<file path="config.mk">
export PLATFORM = sky130hd
export DESIGN_NAME = fwd_select_tracker
export DESIGN_NICKNAME = d
export VERILOG_FILES = /design/src/rtl/fwd_select_tracker.sv
export SDC_FILE = /design/constraint.sdc
export NUM_CORES = 1
export LEC_CHECK = 0
export BUFFER_PORTS_ARGS = -buffer_cell sky130_fd_sc_hd__buf_2
export CORE_ASPECT_RATIO = 0.5
export CORE_MARGIN = 2
export CORE_UTILIZATION = 29
export DETAILED_ROUTE_END_ITERATION = 6
export GPL_ROUTABILITY_DRIVEN = 0
export HOLD_SLACK_MARGIN = 0.05
export PLACE_DENSITY_LB_ADDON = 0.08
export SETUP_SLACK_MARGIN = 0.02
export SYNTH_ARGS = -nofsm -noshare
export SYNTH_HDL_FRONTEND = slang
export SYNTH_SLANG_ARGS = --single-unit
export TNS_END_PERCENT = 20
</file>
<file path="constraint.sdc">
create_clock -name clk -period 2 [get_ports clk]
set_input_delay 0.1 -clock clk [delete_from_list [all_inputs] [get_ports clk]]
set_output_delay 0.1 -clock clk [all_outputs]
set_load 0.05 [all_outputs]
</file>
<file path="src/rtl/fwd_select_tracker.sv">
// Dual-issue operand-forwarding controller.
// Tracks destination tags of the EX and MEM bundles and registers the EX-stage
// operand mux selects one cycle after ID; also raises the load-use stall and
// the intra-bundle dependency flag for the issue logic.
module fwd_select_tracker #(
    parameter int REG_BITS = 5,
    parameter int SEL_BITS = 3
) (
    input  logic                clk,
    input  logic                rst,
    input  logic                hold,
    input  logic                flush,
    input  logic                id_valid_a,
    input  logic                id_valid_b,
    input  logic [REG_BITS-1:0] id_rs_a,
    input  logic [REG_BITS-1:0] id_rt_a,
    input  logic [REG_BITS-1:0] id_rs_b,
    input  logic [REG_BITS-1:0] id_rt_b,
    input  logic [REG_BITS-1:0] id_rd_a,
    input  logic [REG_BITS-1:0] id_rd_b,
    input  logic                id_regwrite_a,
    input  logic                id_regwrite_b,
    input  logic                id_memread_a,
    input  logic                id_memread_b,
    output logic [SEL_BITS-1:0] sel_rs_a,
    output logic [SEL_BITS-1:0] sel_rt_a,
    output logic [SEL_BITS-1:0] sel_rs_b,
    output logic [SEL_BITS-1:0] sel_rt_b,
    output logic                load_use_stall,
    output logic                pair_dep
);

    typedef enum logic [SEL_BITS-1:0] {
        SEL_RF   = 'd0,
        SEL_EXA  = 'd1,
        SEL_EXB  = 'd2,
        SEL_MEMA = 'd3,
        SEL_MEMB = 'd4
    } sel_t;

    // Index 0 = slot A (older), index 1 = slot B (younger).
    logic [1:0]               ex_valid, ex_regwrite, ex_memread;
    logic [1:0][REG_BITS-1:0] ex_rd;
    logic [1:0]               mem_valid, mem_regwrite;
    logic [1:0][REG_BITS-1:0] mem_rd;
    // The WB record is never a forward source and carries nothing observable,
    // so entries simply age out of MEM without a third stage of storage.

    logic [1:0]    ex_live, mem_live;
    logic [1:0]    ex_load_hit;
    sel_t          nxt_rs_a, nxt_rt_a, nxt_rs_b, nxt_rt_b;

    // Highest-priority producer of a source tag: youngest EX first, then MEM.
    function automatic sel_t pick(input logic [REG_BITS-1:0] tag);
        if (ex_live[1] && ex_rd[1] == tag)        return SEL_EXB;
        else if (ex_live[0] && ex_rd[0] == tag)   return SEL_EXA;
        else if (mem_live[1] && mem_rd[1] == tag) return SEL_MEMB;
        else if (mem_live[0] && mem_rd[0] == tag) return SEL_MEMA;
        else                                      return SEL_RF;
    endfunction

    // Does a tag match any source of a valid ID slot?
    function automatic logic id_src_hit(input logic [REG_BITS-1:0] tag);
        return (id_valid_a && (tag == id_rs_a || tag == id_rt_a)) ||
               (id_valid_b && (tag == id_rs_b || tag == id_rt_b));
    endfunction

    // Liveness, hazard detection and next select codes.
    always_comb begin
        ex_live     = '0;
        mem_live    = '0;
        ex_load_hit = '0;
        for (int unsigned i = 0; i < 2; i++) begin
            ex_live[i]     = ex_valid[i] & ex_regwrite[i] & (ex_rd[i] != '0);
            mem_live[i]    = mem_valid[i] & mem_regwrite[i] & (mem_rd[i] != '0);
            ex_load_hit[i] = ex_live[i] & ex_memread[i] & id_src_hit(ex_rd[i]);
        end
        load_use_stall = !rst && !flush && (|ex_load_hit);
        pair_dep = !rst && id_valid_a && id_valid_b && id_regwrite_a &&
                   (id_rd_a != '0) && (id_rd_a == id_rs_b || id_rd_a == id_rt_b);
        nxt_rs_a = id_valid_a ? pick(id_rs_a) : SEL_RF;
        nxt_rt_a = id_valid_a ? pick(id_rt_a) : SEL_RF;
        nxt_rs_b = id_valid_b ? pick(id_rs_b) : SEL_RF;
        nxt_rt_b = id_valid_b ? pick(id_rt_b) : SEL_RF;
    end

    // Pipeline advance: reset > hold > flush/stall bubble > normal issue.
    always_ff @(posedge clk) begin
        if (rst) begin
            ex_valid     <= '0;
            ex_regwrite  <= '0;
            ex_memread   <= '0;
            ex_rd        <= '0;
            mem_valid    <= '0;
            mem_regwrite <= '0;
            mem_rd       <= '0;
            sel_rs_a     <= SEL_RF;
            sel_rt_a     <= SEL_RF;
            sel_rs_b     <= SEL_RF;
            sel_rt_b     <= SEL_RF;
        end else if (!hold) begin
            mem_valid    <= ex_valid;
            mem_regwrite <= ex_regwrite;
            mem_rd       <= ex_rd;
            if (flush || load_use_stall) begin
                ex_valid    <= '0;
                ex_regwrite <= '0;
                ex_memread  <= '0;
                ex_rd       <= '0;
                sel_rs_a    <= SEL_RF;
                sel_rt_a    <= SEL_RF;
                sel_rs_b    <= SEL_RF;
                sel_rt_b    <= SEL_RF;
            end else begin
                ex_valid    <= {id_valid_b, id_valid_a};
                ex_regwrite <= {id_regwrite_b, id_regwrite_a};
                ex_memread  <= {id_memread_b, id_memread_a};
                ex_rd       <= {id_rd_b, id_rd_a};
                sel_rs_a    <= nxt_rs_a;
                sel_rt_a    <= nxt_rt_a;
                sel_rs_b    <= nxt_rs_b;
                sel_rt_b    <= nxt_rt_b;
            end
        end
    end

endmodule

</file>
==> impl_metrics.yaml <==
grt:
  grt_max_degree: 20
  grt_usage_pct: 18.3
  grt_pass1_vias: 2655
  antenna_found_initial: 0
  grt_pass1_wl_um: 15300
  grt.overflow.total: 0
clocking:
  cts.sinks: 42
  cts_buffer_depth: 2
  cts.clk_slew.worst_paths_ns: 0.06
  cts-root-buf: "clkbuf_16"
  clkLatencyLatePin_ns: 0.29
  cts_inserted_buffers: 5
  cts_htree_levels: 2
  cts_tree: "done"
flow_run:
  maxCapViolCount: 0
power_and_ir_drop:
  p_per_area_nw_per_um2: 580
  irDropWorstVdd_mv: 0.278
  power.total_uw: 2190
  p_leak_uw: 0.00156
setup_path:
  r2r-start: "ex_rd[1]$_SDFFE_PP0N_"
  ff2ff_path_depth: 10
  r2r-end: "sel_rs_a[0]$_SDFFE_PP0N_"
  endpoint_kind: "output pin"
  start_kind: "flop"
  worstPathRequired_ns: 1.90
  worstPathMaxFanout: 3
  arrival_ns: 2.18
  critPathKind: "reg2out"
  reg2reg_slack_ns: -0.21
drt:
  drtIter0Drc: 152
  wl_per_cell_um: 18.1
  wirelength_um: 9960
  drc_errors: 0
  detail_route.vias_per_cell: 4.92
  dr.pass1.iters: 4
  vias: 2701
  detail-route-antenna-nets: 0
synthesis:
  synth_common_cells: "xor2_1 (50), dfxtp_1 (42), xnor2_1 (40), clkbuf_1 (25), nor2_1 (25)"
  yosysTopAreaCell: "dfxtp_1"
  synth_area_leaders: "dfxtp_1 (28%), xor2_1 (15%), xnor2_1 (12%)"
  ys_ff_latch: 42
  synth_cells: 353
  synth_edf_count: 0
  syn_area_um2: 2970
  yosysWarnings: 0
  yosysMostFrequentCell: "xor2_1"
  async_reset_ff_share_pct: 0
  synth_ff_type: "dfxtp_1"
  netlist.area_leader.share_pct: 28.4
  ys_seq_area_share_pct: 28.4
  syn-num-nets: 393
  synth_cell_types: 40
  postSynthAreaPerCell_um2: 8.40
placed_design:
  placed_area_um2: 3440
  hpwl_um: 7870
  numPortBuffers: 53
timing:
  rsz0062_at_grt: "yes"
  worst_slack_ns: -0.282
  fmax_ghz: 0.438
  drv_slew: 0
  finalHoldViolCount: 0
  fin_crit_sh_pct: 114
  skew_ns: 0.00534
  setup_tns_ns: -3.14
  hold_slack_ns: 0.0513
  tightest_slew_ns: 0.662
  relSlewSlack_pct: 55.4
  period_needed_ns: 2.28
  finalSetupViolations: 24
cells_and_area:
  stdcell_area_um2: 3770
  drive_gt1_share_pct: 29.6
  fin_nets: 448
  utilization_pct: 37.4
  synthToLayoutAreaGrowth_pct: 27.1
  antenna_cells: 0
hold_path:
  holdPathEnd: "ex_regwrite[1]$_SDFFE_PP0N_"
  hold_class: "in2reg"
  worstHoldStart: "id_regwrite_b"
  holdPathStages: 2
run_status:
  failed_checks: "setup timing"
  status: "finished, violations left"
floorplan:
  fp.dieW_um: 147
  rows: 26
  coreArea_um2: 10100
  start_util_pct: 29.4
  dieHeight_um: 75.5
  ios: 54
  fp.dieArea_um2: 11100
==> final cells by class <==
class                   count  area (um^2)
clock buffers               7          133
well taps                 140          175
multi-input cells         267         1980
repair buffers             92          606
flip-flops and latches     42          843
clock inverters             1         30.0
fillers                  1056         6310
==> cells by family (layout without fill, tap and decap cells) <==
family	Yosys count	in the layout	share of synthesized area [%]
AO/OA/AOI/OAI	54	54	13.4
buffers and inverters	44	100	8.23
flip-flops	42	42	28.4
XOR/XNOR	90	90	26.6
multiplexers	14	14	4.73
AND/OR/NAND/NOR	109	109	18.7
==> what timing repair did <==
action | 4_1_cts | 5_1_grt
gates resized for setup | 11 | 12
cloned | 1 | 0
hold buffers | 2 | 0
setup buffers | 5 | 0
endpoints found under the hold margin | 2 | 0
pin swaps | 7 | 2
endpoints found under the setup margin | 19 | 29
==> cell usage in the layout (no fill, tap or decap), types with 6 or more instances in the layout <==
cell type / synthesis / final
o21ai_0: 16 / 16
o21ai_1: 10 / 6
nor2_1: 25 / 24
xnor2_1: 40 / 40
buf_2: 2 / 52
nor3_1: 15 / 14
xor2_1: 50 / 50
nand3_1: 17 / 16
buf_4: 4 / 33
dfxtp_1: 42 / 40
nand2_1: 21 / 21
nand4_1: 10 / 10
mux2i_1: 14 / 14
a32o_1: 14 / 14
==> metal layers <==
layer	global-route usage [%]	part of all wire [%]	vias up
li1	-	-	1326
met1	27.3	53	1293
met2	27.6	41	74
met3	3.41	5.1	8
met4	4.17	0.93	0
met5	0	0	-
==> critical path, stage by stage, from the launching register on <==
cell	delay [ns]
dfxtp_1	0.31
or4_4	0.54
o211ai_4	0.22
nor3b_2	0.08
a32oi_2	0.22
and3_4	0.24
buf_12	0.11
nor2_4	0.03
buf_6	0.14
==> worst max-delay path by stage <==
stage / startpoint / end / slack (ns) / depth (start not counted)
after floorplan: ex_rd[1]$_SDFFE_PP0N_ / ex_rd[9]$_SDFFE_PP0N_ / -0.04 / 9
after global placement: ex_rd[1]$_SDFFE_PP0N_ / load_use_stall / -0.03 / 8
after detailed placement: ex_rd[1]$_SDFFE_PP0N_ / load_use_stall / -0.06 / 8
after CTS: ex_rd[1]$_SDFFE_PP0N_ / load_use_stall / -0.29 / 8
after global routing: ex_rd[1]$_SDFFE_PP0N_ / load_use_stall / -0.34 / 8
final: ex_rd[1]$_SDFFE_PP0N_ / load_use_stall / -0.28 / 8
==> sequential cells by signal (all words and copies together) (netlist names) <==
register and flops:
sel_rs_a 3, mem_valid 2, mem_rd 10, ex_rd 10, ex_memread 2, sel_rt_a 3, sel_rt_b 3, sel_rs_b 3
ex_regwrite 2, ex_valid 2, mem_regwrite 2
==> per-stage QoR <==
| step | setup WS [ns] | cells |
|---|---|---|
| final | -0.282 | 549 |
| after global routing | -0.339 | 549 |
| after floorplan | -0.0361 | 353 |
| after detailed placement | -0.0647 | 533 |
| after CTS | -0.291 | 549 |
| after global placement | -0.0313 | 533 |
==> power by group <==
part / switching, uW / internal [uW] / leakage, uW / total [uW]
combinational: 205 / 169 / 0.00114 / 374
sequential: 21.5 / 855 / 0.000341 / 877
clock: 346 / 591 / 0.0000781 / 937
total: 572 / 1620 / 0.00156 / 2190
Note: power is estimated with default switching activity, not from simulation.
